[config.mk]
export PLATFORM = sky130hd
export DESIGN_NAME = load_store_unit
export DESIGN_NICKNAME = d
export VERILOG_FILES = /design/src/rtl/load_store_unit_pkg.sv /design/src/rtl/lsu_lane_align.sv /design/src/rtl/load_store_unit.sv
export SDC_FILE = /design/constraint.sdc
export NUM_CORES = 1
export LEC_CHECK = 0
export BUFFER_PORTS_ARGS = -buffer_cell sky130_fd_sc_hd__buf_4
export CAP_MARGIN = 30
export CORE_MARGIN = 2
export CORE_UTILIZATION = 50
export CTS_CLUSTER_DIAMETER = 120
export DETAILED_ROUTE_END_ITERATION = 12
export PLACE_DENSITY = 0.82
export SLEW_MARGIN = 25
export SYNTH_ARGS = -nofsm -noshare
export SYNTH_HDL_FRONTEND = slang
export SYNTH_HIERARCHICAL = 1
export SYNTH_SLANG_ARGS = --single-unit
[constraint.sdc]
create_clock -name clk -period 3.05 [get_ports clk]
set_input_delay 0.61 -clock clk [delete_from_list [all_inputs] [get_ports clk]]
set_output_delay 0.61 -clock clk [all_outputs]
set_load 0.03 [all_outputs]
[src/rtl/load_store_unit_pkg.sv]
// Shared ISA types for the load/store path: register index, memory-op control,
// LSU state encoding and the byte-lane helpers used for store steering and load extraction.
package load_store_unit_pkg;

  localparam int unsigned XLEN   = 32;
  localparam int unsigned REG_W  = 5;
  localparam int unsigned STRB_W = XLEN / 8;

  typedef logic [REG_W-1:0] rv_reg_t;

  typedef enum logic [1:0] {
    MEM_BYTE = 2'd0,
    MEM_HALF = 2'd1,
    MEM_WORD = 2'd2
  } mem_width_t;

  typedef struct packed {
    mem_width_t      width;
    logic            r_sign_extend;
    logic            w_enable;
    logic [XLEN-1:0] w_value;
  } compute_mem_control_t;

  typedef enum logic [1:0] {
    IDLE   = 2'd0,
    REQ    = 2'd1,
    WAIT_R = 2'd2,
    RESP   = 2'd3
  } lsu_state_t;

  function automatic logic [STRB_W-1:0] lane_wstrb(input mem_width_t width, input logic [1:0] addr_lo);
    case (width)
      MEM_BYTE: return STRB_W'(4'b0001 << addr_lo);
      MEM_HALF: return addr_lo[1] ? 4'b1100 : 4'b0011;
      default:  return 4'b1111;
    endcase
  endfunction

  function automatic logic [XLEN-1:0] lane_wdata(input mem_width_t width, input logic [XLEN-1:0] value);
    case (width)
      MEM_BYTE: return {4{value[7:0]}};
      MEM_HALF: return {2{value[15:0]}};
      default:  return value;
    endcase
  endfunction

  function automatic logic [XLEN-1:0] lane_extract(input mem_width_t width, input logic sign_ext,
                                                   input logic [1:0] addr_lo, input logic [XLEN-1:0] rdata);
    logic [7:0]  b;
    logic [15:0] h;
    b = rdata[{addr_lo, 3'b000} +: 8];
    h = rdata[{addr_lo[1], 4'b0000} +: 16];
    case (width)
      MEM_BYTE: return {{(XLEN-8){sign_ext & b[7]}}, b};
      MEM_HALF: return {{(XLEN-16){sign_ext & h[15]}}, h};
      default:  return rdata;
    endcase
  endfunction

  function automatic logic lane_misaligned(input mem_width_t width, input logic [1:0] addr_lo);
    case (width)
      MEM_HALF: return addr_lo[0];
      MEM_WORD: return |addr_lo;
      default:  return 1'b0;
    endcase
  endfunction

endpackage

[src/rtl/lsu_lane_align.sv]
// Combinational lane steering: store strobes and replicated write data, plus
// load byte/halfword extraction with sign or zero extension.
module lsu_lane_align
  import load_store_unit_pkg::*;
(
  input  logic [1:0]        i_addr_lo,
  input  mem_width_t        i_width,
  input  logic              i_sign_extend,
  input  logic [XLEN-1:0]   i_w_value,
  input  logic [XLEN-1:0]   i_rdata,
  output logic [STRB_W-1:0] o_wstrb_c,
  output logic [XLEN-1:0]   o_wdata_c,
  output logic [XLEN-1:0]   o_load_data_c
);

  assign o_wstrb_c     = lane_wstrb(i_width, i_addr_lo);
  assign o_wdata_c     = lane_wdata(i_width, i_w_value);
  assign o_load_data_c = lane_extract(i_width, i_sign_extend, i_addr_lo, i_rdata);

endmodule

[src/rtl/load_store_unit.sv]
// Single-outstanding load/store unit bridging the execute stage to a word-wide data bus.
// Optional LSU_MISALIGN_TRAP_EN: misaligned half/word ops fault instead of being force-aligned.
module load_store_unit
  import load_store_unit_pkg::*;
(
  input  logic                 clk,
  input  logic                 reset_n,
  input  logic                 req_valid,
  output logic                 req_ready,
  input  logic [XLEN-1:0]      req_addr,
  input  compute_mem_control_t req_mem,
  input  rv_reg_t              req_rd,
  output logic                 bus_valid,
  input  logic                 bus_ready,
  output logic [XLEN-1:0]      bus_addr,
  output logic                 bus_we,
  output logic [STRB_W-1:0]    bus_wstrb,
  output logic [XLEN-1:0]      bus_wdata,
  input  logic                 bus_rvalid,
  input  logic [XLEN-1:0]      bus_rdata,
  output logic                 resp_valid,
  output logic                 resp_rd_enable,
  output rv_reg_t              resp_rd,
  output logic [XLEN-1:0]      resp_data,
  output logic                 fault_misaligned
);

  lsu_state_t           r_state, w_state_n;
  logic [XLEN-1:0]      r_addr, w_addr_n;
  compute_mem_control_t r_mem, w_mem_n;
  rv_reg_t              r_rd, w_rd_n;
  logic                 r_fault, w_fault_n;
  logic                 w_misalign, w_capture;
  logic                 w_in_req, w_in_resp, w_store_req, w_resp_load;
  logic [STRB_W-1:0]    w_wstrb;
  logic [XLEN-1:0]      w_wdata, w_load_data;

  logic                 r_req_ready, r_bus_valid, r_bus_we, r_resp_valid, r_resp_rd_enable;
  logic [XLEN-1:0]      r_bus_addr, r_bus_wdata, r_resp_data;
  logic [STRB_W-1:0]    r_bus_wstrb;
  rv_reg_t              r_resp_rd;

`ifdef LSU_MISALIGN_TRAP_EN
  assign w_misalign = lane_misaligned(req_mem.width, req_addr[1:0]);
`else
  assign w_misalign = 1'b0;
`endif

  // Lane logic sees the next-cycle request so the bus outputs can be registered.
  lsu_lane_align u_lane_align (
    .i_addr_lo     (w_addr_n[1:0]),
    .i_width       (w_mem_n.width),
    .i_sign_extend (w_mem_n.r_sign_extend),
    .i_w_value     (w_mem_n.w_value),
    .i_rdata       (bus_rdata),
    .o_wstrb_c     (w_wstrb),
    .o_wdata_c     (w_wdata),
    .o_load_data_c (w_load_data)
  );

  always_ff @(posedge clk or negedge reset_n) begin
    if (!reset_n) begin
      r_state <= IDLE;
      r_addr  <= '0;
      r_mem   <= '0;
      r_rd    <= '0;
      r_fault <= 1'b0;
    end else begin
      r_state <= w_state_n;
      r_addr  <= w_addr_n;
      r_mem   <= w_mem_n;
      r_rd    <= w_rd_n;
      r_fault <= w_fault_n;
    end
  end

  always_comb begin
    w_state_n = r_state;
    w_addr_n  = r_addr;
    w_mem_n   = r_mem;
    w_rd_n    = r_rd;
    w_fault_n = r_fault;
    w_capture = 1'b0;
    case (r_state)
      IDLE: begin
        if (req_valid) begin
          w_addr_n  = req_addr;
          w_mem_n   = req_mem;
          w_rd_n    = req_rd;
          w_fault_n = w_misalign;
          w_state_n = w_misalign ? RESP : REQ;
        end
      end
      REQ: begin
        if (bus_ready) begin
          if (r_mem.w_enable) begin
            w_state_n = RESP;
          end else if (bus_rvalid) begin
            w_capture = 1'b1;
            w_state_n = RESP;
          end else begin
            w_state_n = WAIT_R;
          end
        end
      end
      WAIT_R: begin
        if (bus_rvalid) begin
          w_capture = 1'b1;
          w_state_n = RESP;
        end
      end
      RESP: begin
        w_fault_n = 1'b0;
        w_state_n = IDLE;
      end
      default: w_state_n = IDLE;
    endcase
  end

  assign w_in_req    = (w_state_n == REQ);
  assign w_in_resp   = (w_state_n == RESP);
  assign w_store_req = w_in_req && w_mem_n.w_enable;
  assign w_resp_load = w_in_resp && !w_mem_n.w_enable && !w_fault_n;

  // Outputs are registered images of the next state and the request it carries.
  always_ff @(posedge clk or negedge reset_n) begin
    if (!reset_n) begin
      r_req_ready      <= 1'b1;
      r_bus_valid      <= 1'b0;
      r_bus_addr       <= '0;
      r_bus_we         <= 1'b0;
      r_bus_wstrb      <= '0;
      r_bus_wdata      <= '0;
      r_resp_valid     <= 1'b0;
      r_resp_rd_enable <= 1'b0;
      r_resp_rd        <= '0;
      r_resp_data      <= '0;
    end else begin
      r_req_ready      <= (w_state_n == IDLE);
      r_bus_valid      <= w_in_req;
      r_bus_addr       <= w_in_req ? {w_addr_n[XLEN-1:2], 2'b00} : '0;
      r_bus_we         <= w_store_req;
      r_bus_wstrb      <= w_store_req ? w_wstrb : '0;
      r_bus_wdata      <= w_store_req ? w_wdata : '0;
      r_resp_valid     <= w_in_resp;
      r_resp_rd_enable <= w_resp_load;
      r_resp_rd        <= w_resp_load ? w_rd_n : '0;
      r_resp_data      <= w_capture ? w_load_data : '0;
    end
  end

  assign req_ready      = r_req_ready;
  assign bus_valid      = r_bus_valid;
  assign bus_addr       = r_bus_addr;
  assign bus_we         = r_bus_we;
  assign bus_wstrb      = r_bus_wstrb;
  assign bus_wdata      = r_bus_wdata;
  assign resp_valid     = r_resp_valid;
  assign resp_rd_enable = r_resp_rd_enable;
  assign resp_rd        = r_resp_rd;
  assign resp_data      = r_resp_data;

`ifdef LSU_MISALIGN_TRAP_EN
  logic r_fault_pulse;
  always_ff @(posedge clk or negedge reset_n) begin
    if (!reset_n) r_fault_pulse <= 1'b0;
    else          r_fault_pulse <= w_in_resp && w_fault_n;
  end
  assign fault_misaligned = r_fault_pulse;
`else
  assign fault_misaligned = 1'b0;
`endif

endmodule

* After elaboration in Yosys (flattened, before gate mapping)
Cells that the tools add are included.
W data, S select, Z words.
** Operators by class
- Shifts and indexed selects :: 3
- Multiplexer cells :: 27
- Eq/ne operators :: 6
- Reduce and logical (&&, ||, !) cells :: 8
- Bitwise gates (word level) :: 2
** Operators by type and width (number)
- $mux W32 :: 5
- $pmux W32 S2 :: 2
- $mux W36 :: 2
- $shiftx A32 B6 Y16 :: 1
- $shiftx A32 B6 Y8 :: 1
- $mux W5 :: 3
- $mux W4 :: 2
- $pmux W2 S4 :: 1
- $pmux W4 S2 :: 1
- $eq A2 B1 Y1 const B :: 3
- $eq A2 B2 Y1 const B :: 3
- $logic_not A2 Y1 :: 3
- $mux W1 :: 6
- $mux W2 :: 3
- $pmux W1 S2 :: 2
- $shl A1 B2 Y4 const A :: 1
- $logic_and A1 B1 Y1 :: 3
- $and A1 B1 Y1 :: 2
- $logic_not A1 Y1 :: 2
** Storage, ports and cells
- Bits of input ports :: 110
- Output and inout port bits :: 111
- Register bits :: 186
- Word-level logic and storage cells :: 64

* Logic depth before layout (Yosys ltp)
Gate-level depths: netlist of run 1.
- Depth after elaboration :: 8
- Gate-level depth with buffers :: 13
- Mapped depth without buffers :: 8

* Modules after synthesis
The synthesis of run 1 kept the hierarchy.
** Modules (own cells, without submodules)
- load_store_unit :: cells an instance 419, instances 1, sequential area each 4605.7 um^2, area each 6552.5 um^2
- lsu_lane_align :: cells an instance 171, instances 1, sequential area each 0.0 um^2, area each 1277.5 um^2

* Worst setup path after synthesis of run 1
No wires, ideal clock.
- Kind :: register to register
- Start point :: register r_state[0]
- End point :: register r_bus_wdata[12], in the netlist bus_wdata[12]
- Clock period less this slack :: 2.792 ns
- Arrival time :: 2.676 ns
- Path slack :: 0.258 ns
- Cell stages (with the launch flop) :: 14
- Path buffers :: 6
- Library setup time :: 0.117 ns
- Required time :: 2.933 ns
- Path through :: dfrtp_1 -> inv_1 -> ha_1 -> and2_1 -> buf_6 -> buf_4 -> buf_6 -> mux2_2 -> buf_2 -> or2_1 -> clkbuf_1 -> buf_6 -> mux2_4 -> and2_4
** RTL lines
- start: declaration :: RTL line load_store_unit.sv:28 : lsu_state_t r_state, w_state_n;
- start signal: assignment :: RTL line load_store_unit.sv:69 : r_state <= w_state_n;
- end signal: assignment :: RTL line load_store_unit.sv:144 : r_bus_wdata <= w_store_req ? w_wdata : '0;
- end: declaration :: RTL line load_store_unit.sv:39 : logic [XLEN-1:0] r_bus_addr, r_bus_wdata, r_resp_data;

==> results of run 1 <==
## synth_stat cells (11+ instances only)
cell,instances
buf_6,11
dfrtp_1,183
and2_4,19
buf_2,11
mux2i_1,17
and2_1,51
nand2_1,19
buf_4,15
o22ai_1,17
clkbuf_1,12
nor2b_1,53
mux2_2,81
## worst paths after layout
| check | from | to | cells past startpoint |
|---|---|---|---|
| max in group asynchronous | reset_n | req_ready | 2 |
| min reg2reg | r_addr[8] | r_addr[8] | 1 |
| min in group clk | req_mem[24] | r_mem[24] | 2 |
| max | r_state[1] | resp_data[12] | 9 |
| min | reset_n | bus_addr[25] | 1 |
| max reg2reg | r_state[1] | resp_data[12] | 9 |
## worst max-delay path: cells and delay by family, from the launching register on
kind,cells,cell delay [ns]
compound gates,2,0.38
fa+ha+maj,1,0.24
buf+inv,2,0.39
flops,1,0.43
mux,1,0.36
simple gates,3,0.89
## cell usage in the layout, fill, tap and decap left out, drive strengths merged, types with 2 or more instances in the layout
cell type  Yosys  final
nor2b         53     53
nand3b         2      2
a22oi          8      8
dfrtp        183    183
nor2          11     11
ha             4      4
nand2         19     19
o21ai         10     10
clkinv         0      8
o21a           2      2
and2          70     70
clkbuf        12     20
o221ai         8      8
and2b          2      2
o21bai         4      4
inv            9     10
or2            3      3
buf           37    229
conb           1      3
o22ai         18     18
a31oi          2      2
mux2          89     89
mux2i         17     17
a221o          7      7
o22a           3      3
## report_power, final
part / internal (W) / switching (W)
Clock: 0.00116 / 0.000897
Combinational: 0.00237 / 0.00302
Sequential: 0.00337 / 0.000288
## cell type report
cell class / count / area share, %
Timing Repair Buffer: 230 / 17.4
Inverter: 9 / 0.335
Multi-Input combinational cell: 350 / 28.4
Sequential cell: 184 / 45.7
Clock buffer: 19 / 4.49
Clock inverter: 11 / 1.01
Tap cell: 211 / 2.62
## through the flow
stage	cells	util, %	setup WS (ns)
final	1014	66.1	0.302
after CTS	1014	66.1	0.370
after floorplan	592	-	0.258
after global placement	984	62.4	0.530
after detailed placement	984	62.4	0.392
after global routing	1014	66.1	0.0936
## state kept, by name, indices dropped and copies added (netlist names), 2 cells and up
register and cells:
bus_wdata 32, r_state 2, r_rd 5, r_mem 36, bus_wstrb 4, bus_addr 30, resp_rd 5, r_addr 32
resp_data 32
## routing by layer
| layer | routed length, um | GRT usage, % |
|---|---|---|
| met1 | 7600 | 28.7 |
| met2 | 8530 | 34.6 |
| met3 | 1350 | 6.81 |
| met4 | 235 | 7.03 |
| met5 | 0 | 0 |
## cell families after synthesis
kind of cell	after synthesis	synth area share [%]
AOI/OAI and AO/OA	67	6.71
other	1	0.0479
adders and majority gates	4	0.639
and+or+nand+nor	169	13.4
DFF	184	58.8
buffers and inverters	58	4.73
muxes	107	15.6
==> run_results.csv, run 1 <==
group,metric,value,unit
cts,clock_path_buffers,2,
logic_synthesis,synth-seq-cells,184,
floorplan,die_y,129,um
logic_synthesis,synth_area_leaders,"dfrtp_1 58%, mux2_2 12%, nor2b_1 4.2%",
cts,insertion_delay,0.42,ns
timing,maxClockFrequency,364,MHz
final_layout,multiInputGateArea,0.00286,sq mm
worst_setup_path,crit_required,3.41,ns
cts,path_clk_slew,0.06,ns
placement,place_area,0.00953,sq mm
timing,fin_crit,2.75,ns
global_routing,grt_antenna_before_repair,0,
timing,setup_tns,0,ns
logic_synthesis,async_flop_share,100,%
floorplan,die-area,0.0167,sq mm
routing,drtIter0Drc,289,
timing,maxSlewHeadroom,60.0,%
global_routing,grt_pass1_vias,5433,
floorplan,fp-row-count,45,
logic_synthesis,synth_top_area_share,58.5,%
logic_synthesis,syn_inst,590,
timing,finalSetupViolCount,0,
outcome,outcome,"complete, no violations",
routing,wl_per_cell,17.5,um
global_routing,overflow,0,
placement,portBuffers,217,
routing,first_pass_iters,4,
logic_synthesis,synth_edf_count,0,
min_path,hp-class,"input port to async pin",
routing,num_vias,5212,
worst_setup_path,cp.arrival,3.11,ns
cts,ctsHoldBuffers,0,
timing,maxSlewViolCount,0,
worst_setup_path,r2r_slack,0.30,ns
final_layout,drive_gt1_share,47.3,%
worst_setup_path,crit_slowest_cell,"nor2b_1",
routing,antenna_left,0,
routing,viasPerCell,5.14,
global_routing,grt_pass1_wl,28000,um
placement,place_hpwl,12300,um
global_routing,grt_max_degree,70,
floorplan,die_w,129,um
cts,cts_resized,0,
logic_synthesis,ys_seq_area_share,58.8,%
logic_synthesis,synth.avg_cell_area,13.3,sq um
cts,htreeDepth,4,
pwr,p_per_area,1100,mW/mm^2
cts,cts_setup_buffers,0,
final_layout,fillers,1102,
timing,worst_slew_pin_slew,0.598,ns
timing,hold_violations,0,
final_layout,fin_area,0.0101,sq mm
cts,ctsRootBufferMaster,"clkbuf_16",
final_layout,nNetsFinal,906,
final_layout,diodes,0,
timing,whs,0.195,ns
cts,clock-sinks,184,
worst_setup_path,worstSetupEndpointType,"flop",
run,maxCapViolations,0,
worst_setup_path,critical_path.cell_chain,"inv_1 -> ha_1 -> and2_4 -> mux2_2 -> buf_4 -> nor2b_1 -> a22oi_1 -> o221ai_1 -> and2_1",
routing,wl,17700,um
global_routing,grt.total_usage,21.8,%
logic_synthesis,yosysWarnings,6,
routing,drc,0,
pwr,power,0.0111,W
worst_setup_path,max_stage_delay,0.52,ns
logic_synthesis,synth_top_cell_by_area,"dfrtp_1",
timing,grt_setup_unrepaired,"false",
timing,finClkSkew,0.00946,ns
floorplan,start_util,51.3,%
floorplan,core-area,0.0153,sq mm
logic_synthesis,syn_area,0.00783,sq mm
floorplan,io_pins,221,
final_layout,ff_latch_area,0.00461,sq mm
logic_synthesis,synthFlopType,"dfrtp_1",
pwr,power_leakage,5.00,nW
cts,numCtsBuffers,17,
final_layout,area_delta_synth_final,28.7,%
worst_setup_path,startpoint_type,"flop",
cts,cts_tree,"built",
worst_setup_path,crit_type,"flop to flop",
pwr,ir_drop,0.525,mV
logic_synthesis,synthDistinctLibCells,49,
placement,gp_congestion,0.873,
timing,fin_crit_sh,90.1,%
worst_setup_path,path_max_fanout,35,
No activity file was read; power rests on OpenSTA's default activity.
==> run 2: changes to the inputs <==
CORE_UTILIZATION = 39   (was 50)
PLACE_DENSITY = 0.68   (was 0.82)
==> run_results.csv, run 2 (same netlist as run 1, synthesis figures left out) <==
group,metric,value,unit
worst_setup_path,startpoint,"r_state[0]",
global_routing,grt_pass1_vias,5148,
placement,gp_congestion,0.789,
cts,cts_resized,0,
cts,cts_setup_buffers,0,
timing,worst_slew_pin_slew,0.642,ns
routing,drtIter0Drc,264,
worst_setup_path,r2r-start,"r_state[0]",
timing,fin_crit,2.77,ns
worst_setup_path,crit_required,3.36,ns
run,maxCapViolations,0,
cts,ctsRootBufferMaster,"clkbuf_16",
timing,maxClockFrequency,361,MHz
routing,viasPerCell,4.79,
worst_setup_path,crit_type,"flop to flop",
pwr,power_leakage,5.05,nW
final_layout,final_common_cell,"buf_4",
routing,first_pass_iters,4,
final_layout,drive_gt1_share,47.5,%
cts,numCtsBuffers,17,
timing,finClkSkew,0.0119,ns
final_layout,nNetsFinal,908,
cts,clock-sinks,184,
timing,hold_violations,0,
routing,drc,0,
floorplan,fp-row-count,51,
floorplan,die-area,0.0212,sq mm
routing,antenna_left,0,
final_layout,diodes,0,
global_routing,overflow,0,
outcome,outcome,"complete, no violations",
timing,setup_tns,0,ns
worst_setup_path,reg2regPathDepth,9,
final_layout,regMostFlops,"r_mem",
final_layout,final_cell_mix,"229 x buf_4, 183 x dfrtp_1, 81 x mux2_2, 52 x nor2b_1, 50 x and2_1",
timing,maxSlewViolCount,0,
final_layout,area_delta_synth_final,31.1,%
floorplan,start_util,40.0,%
worst_setup_path,r2r_end,"resp_data[0]",
floorplan,io_pins,221,
cts,path_clk_slew,0.07,ns
global_routing,grt_pass1_wl,28700,um
routing,num_vias,5126,
floorplan,die_w,146,um
pwr,p_per_area,1110,mW/mm^2
global_routing,grt.total_usage,17.2,%
routing,wl_per_cell,16.8,um
cts,cts_tree,"built",
worst_setup_path,cp.arrival,3.08,ns
pwr,power,0.0114,W
timing,grt_setup_unrepaired,"false",
cts,clock_path_buffers,2,
cts,insertion_delay,0.42,ns
global_routing,grt_max_degree,71,
cts,htreeDepth,4,
pwr,ir_drop,0.591,mV
floorplan,core-area,0.0196,sq mm
global_routing,grt_antenna_before_repair,0,
worst_setup_path,worstSetupEndpointType,"flop",
placement,portBuffers,217,
timing,maxSlewHeadroom,57.2,%
min_path,hp-class,"input port to async pin",
routing,wl,18000,um
timing,fin_crit_sh,90.7,%
timing,finalSetupViolCount,0,
final_layout,largest_reg_flops,36,
worst_setup_path,r2r_slack,0.28,ns
worst_setup_path,startpoint_type,"flop",
worst_setup_path,path_max_fanout,18,
placement,place_hpwl,12700,um
cts,ctsHoldBuffers,0,
floorplan,die_y,146,um
[run 2: cell count changes in the layout (fill, tap and decap cells not counted), sizes merged]
cell / previous run / this run
bufinv: 1 / 5
inv: 10 / 12
clkinv: 8 / 3
buf: 229 / 232
clkbuf: 20 / 19
[run 2: worst max path at each step]
| stage | end | slack (ns) | cells after the start |
|---|---|---|---|
| 3_5_place_dp | resp_data[15] | 0.27 | 9 |
| 2_1_floorplan | bus_wdata[12] | 0.26 | 13 |
| 6_report | resp_data[0] | 0.28 | 9 |
| 5_1_grt | resp_data[23] | 0.13 | 8 |
| 3_3_place_gp | resp_data[14] | 0.36 | 9 |
| 4_1_cts | resp_data[8] | 0.25 | 9 |
[run 2: power by group]
part / total (W) / switching, W / internal, W
clock: 0.00243 / 0.000937 / 0.00149
sequential: 0.00362 / 0.000258 / 0.00336
combinational: 0.00535 / 0.00298 / 0.00237
[run 2: through the flow]
stage          std cells  worst slack, ns  hold WS, ns  cell area (sq um)  util, %
2_1_floorplan        592            0.258        0.314               7840        -
3_3_place_gp        1040            0.359        0.474               9610     49.0
3_5_place_dp        1040            0.273        0.480               9610     49.0
4_1_cts             1071            0.252        0.210              10300     52.4
5_1_grt             1071            0.128        0.229              10300     52.4
6_report            1071            0.283        0.184              10300     52.4
[run 2: layer usage]
metal  global-route usage, %  vias up  part of all wire (%)
met5                       0        -                     0
met4                    6.08        0                   1.8
met3                    4.04       24                   6.0
met2                    26.3      196                    47
met1                    24.1     2512                    46
li1                        -     2394                     -
[run 2: cell type report]
type,instances,area (sq um)
Tap cell,265,332
Inverter,9,33.8
Clock inverter,12,213
Multi-Input combinational cell,350,2870
Fill cell,1715,9330
Timing Repair Buffer,232,1770
Sequential cell,184,4610
Clock buffer,19,443
[run 2: worst max-delay path: stages (launching register included)]
cell and delay (ns):
dfrtp_1 0.42, inv_1 0.12, ha_1 0.24, and2_4 0.30, mux2_2 0.37, buf_4 0.22
nor2b_1 0.31, nor3_2 0.16, a221o_1 0.37, and2_1 0.13
==> run 3: changes to the inputs <==
CORE_UTILIZATION = 52   (was 39)
CTS_CLUSTER_DIAMETER = 50   (was 120)
PLACE_DENSITY = 0.85   (was 0.68)
==> run_results.csv, run 3 (same netlist as run 1, synthesis figures left out) <==
group,metric,value,unit
outcome,outcome,"complete, no violations",
worst_setup_path,startpoint_type,"flop",
final_layout,fillers,1013,
worst_setup_path,max_stage_delay,0.57,ns
floorplan,die_y,127,um
cts,clock-sinks,184,
timing,finalSetupViolCount,0,
run,maxCapViolations,0,
global_routing,grt_max_degree,91,
worst_setup_path,worstSetupEndpointType,"flop",
floorplan,die-area,0.0161,sq mm
routing,dr_wl_met2,8480,um
final_layout,diodes,0,
pwr,power_leakage,4.99,nW
timing,hold_violations,0,
timing,worst_slew_pin_slew,0.846,ns
final_layout,largest_reg_flops,36,
routing,antenna_left,0,
routing,drc,0,
placement,portBuffers,217,
routing,drtIter0Drc,307,
timing,maxSlewHeadroom,43.6,%
routing,first_pass_iters,4,
timing,maxSlewViolCount,0,
global_routing,grt_antenna_before_repair,0,
routing,viasPerCell,5.28,
placement,place_hpwl,12000,um
timing,maxClockFrequency,363,MHz
routing,wl,17500,um
final_layout,final_common_cell,"buf_4",
worst_setup_path,crit_slowest_cell,"or3b_1",
floorplan,die_w,127,um
cts,cts_resized,0,
final_layout,area_delta_synth_final,28.5,%
cts,ctsHoldBuffers,0,
timing,setup_tns,0,ns
worst_setup_path,crit_required,3.41,ns
routing,wl_met1,7330,um
floorplan,io_pins,221,
timing,finClkSkew,0.00798,ns
final_layout,multiInputGateArea,0.00287,sq mm
routing,wl_per_cell,17.7,um
final_layout,nNetsFinal,906,
cts,path_clk_slew,0.07,ns
final_layout,final_cell_mix,"227 x buf_4, 183 x dfrtp_1, 81 x mux2_2, 52 x nor2b_1, 50 x and2_1",
pwr,power,0.0111,W
floorplan,start_util,53.5,%
global_routing,grt_pass1_wl,28000,um
cts,numCtsBuffers,17,
min_path,hp-class,"input port to async pin",
worst_setup_path,reg2regPathDepth,9,
pwr,p_per_area,1110,mW/mm^2
global_routing,grt.total_usage,22.2,%
cts,cts_tree,"built",
cts,clock_path_buffers,2,
routing,num_vias,5224,
placement,gp_congestion,0.897,
worst_setup_path,cp.arrival,3.12,ns
cts,htreeDepth,4,
global_routing,overflow,0,
cts,insertion_delay,0.42,ns
cts,cts_setup_buffers,0,
worst_setup_path,critical_path.cell_chain,"inv_1 -> ha_1 -> and2_4 -> mux2_2 -> buf_4 -> or3b_1 -> nor2_1 -> a221o_1 -> and2_1",
cts,ctsRootBufferMaster,"clkbuf_16",
global_routing,grt_pass1_vias,5398,
pwr,ir_drop,0.565,mV
final_layout,ff_latch_area,0.00461,sq mm
final_layout,regMostFlops,"r_mem",
final_layout,drive_gt1_share,47.6,%
routing,wl_met3,1450,um
timing,fin_crit_sh,90.4,%
worst_setup_path,r2r_slack,0.29,ns
timing,fin_crit,2.76,ns
worst_setup_path,path_max_fanout,59,
worst_setup_path,crit_type,"flop to flop",
floorplan,fp-row-count,44,
floorplan,core-area,0.0146,sq mm
timing,grt_setup_unrepaired,"false",
routing,dr.max_layer_used,"met4",
## run 3: cell types whose count changed in the layout (fill, tap and decap cells not counted)
cell,delta
buf_4,-2
clkinv_4,-2
inv_8,-1
clkbuf_1,-1
clkbuf_8,+2
buf_6,-1
bufinv_16,-4
inv_6,+1
clkinv_2,+3
clkinvlp_4,+4
## run 3: layer usage
layer  global-route usage [%]  vias to the layer above
li1                         -                     2397
met5                        0                        -
met1                     29.1                     2581
met3                     6.75                       24
met2                     35.8                      222
met4                     6.92                        0
## run 3: worst paths after layout
path / start / endpoint
max in group asynchronous: reset_n / r_mem[10]
min in group clk: req_addr[17] / r_addr[17]
max: r_state[0] / resp_data[4]
min reg2reg: r_mem[16] / r_mem[16]
min: reset_n / r_addr[14]
max reg2reg: r_state[0] / resp_data[4]
## run 3: per-stage QoR
step | instances | setup WS, ns | hold WS (ns) | util, % | instance area, sq um
3_3_place_gp | 957 | 0.447 | 0.473 | 64.8 | 9490
6_report | 989 | 0.292 | 0.244 | 68.7 | 10100
3_5_place_dp | 957 | 0.239 | 0.480 | 64.8 | 9490
2_1_floorplan | 592 | 0.258 | 0.314 | - | 7840
5_1_grt | 989 | 0.133 | 0.299 | 68.7 | 10100
4_1_cts | 989 | 0.206 | 0.270 | 68.7 | 10100
## run 3: report_power, final
group          internal (W)  switching [W]  total (W)
combinational       0.00237        0.00300    0.00537
clock               0.00117       0.000938    0.00211
sequential          0.00336       0.000281    0.00365
## run 3: area by class of cell
cell class | instances | share of cell area [%]
clock buffers | 19 | 4.50
clock inverters | 13 | 1.17
inverters | 9 | 0.336
multi-input cells | 350 | 28.5
flip-flops and latches | 184 | 45.8
well taps | 184 | 2.29
repair buffers | 230 | 17.5
## run 3: worst max-delay path, delay by kind of cell (launching register included)
| kind | cells | cell delay, ns |
|---|---|---|
| simple gates | 4 | 1.08 |
| buf+inv | 2 | 0.44 |
| flops | 1 | 0.44 |
| compound gates | 1 | 0.11 |
| fa+ha+maj | 1 | 0.24 |
| mux | 1 | 0.36 |
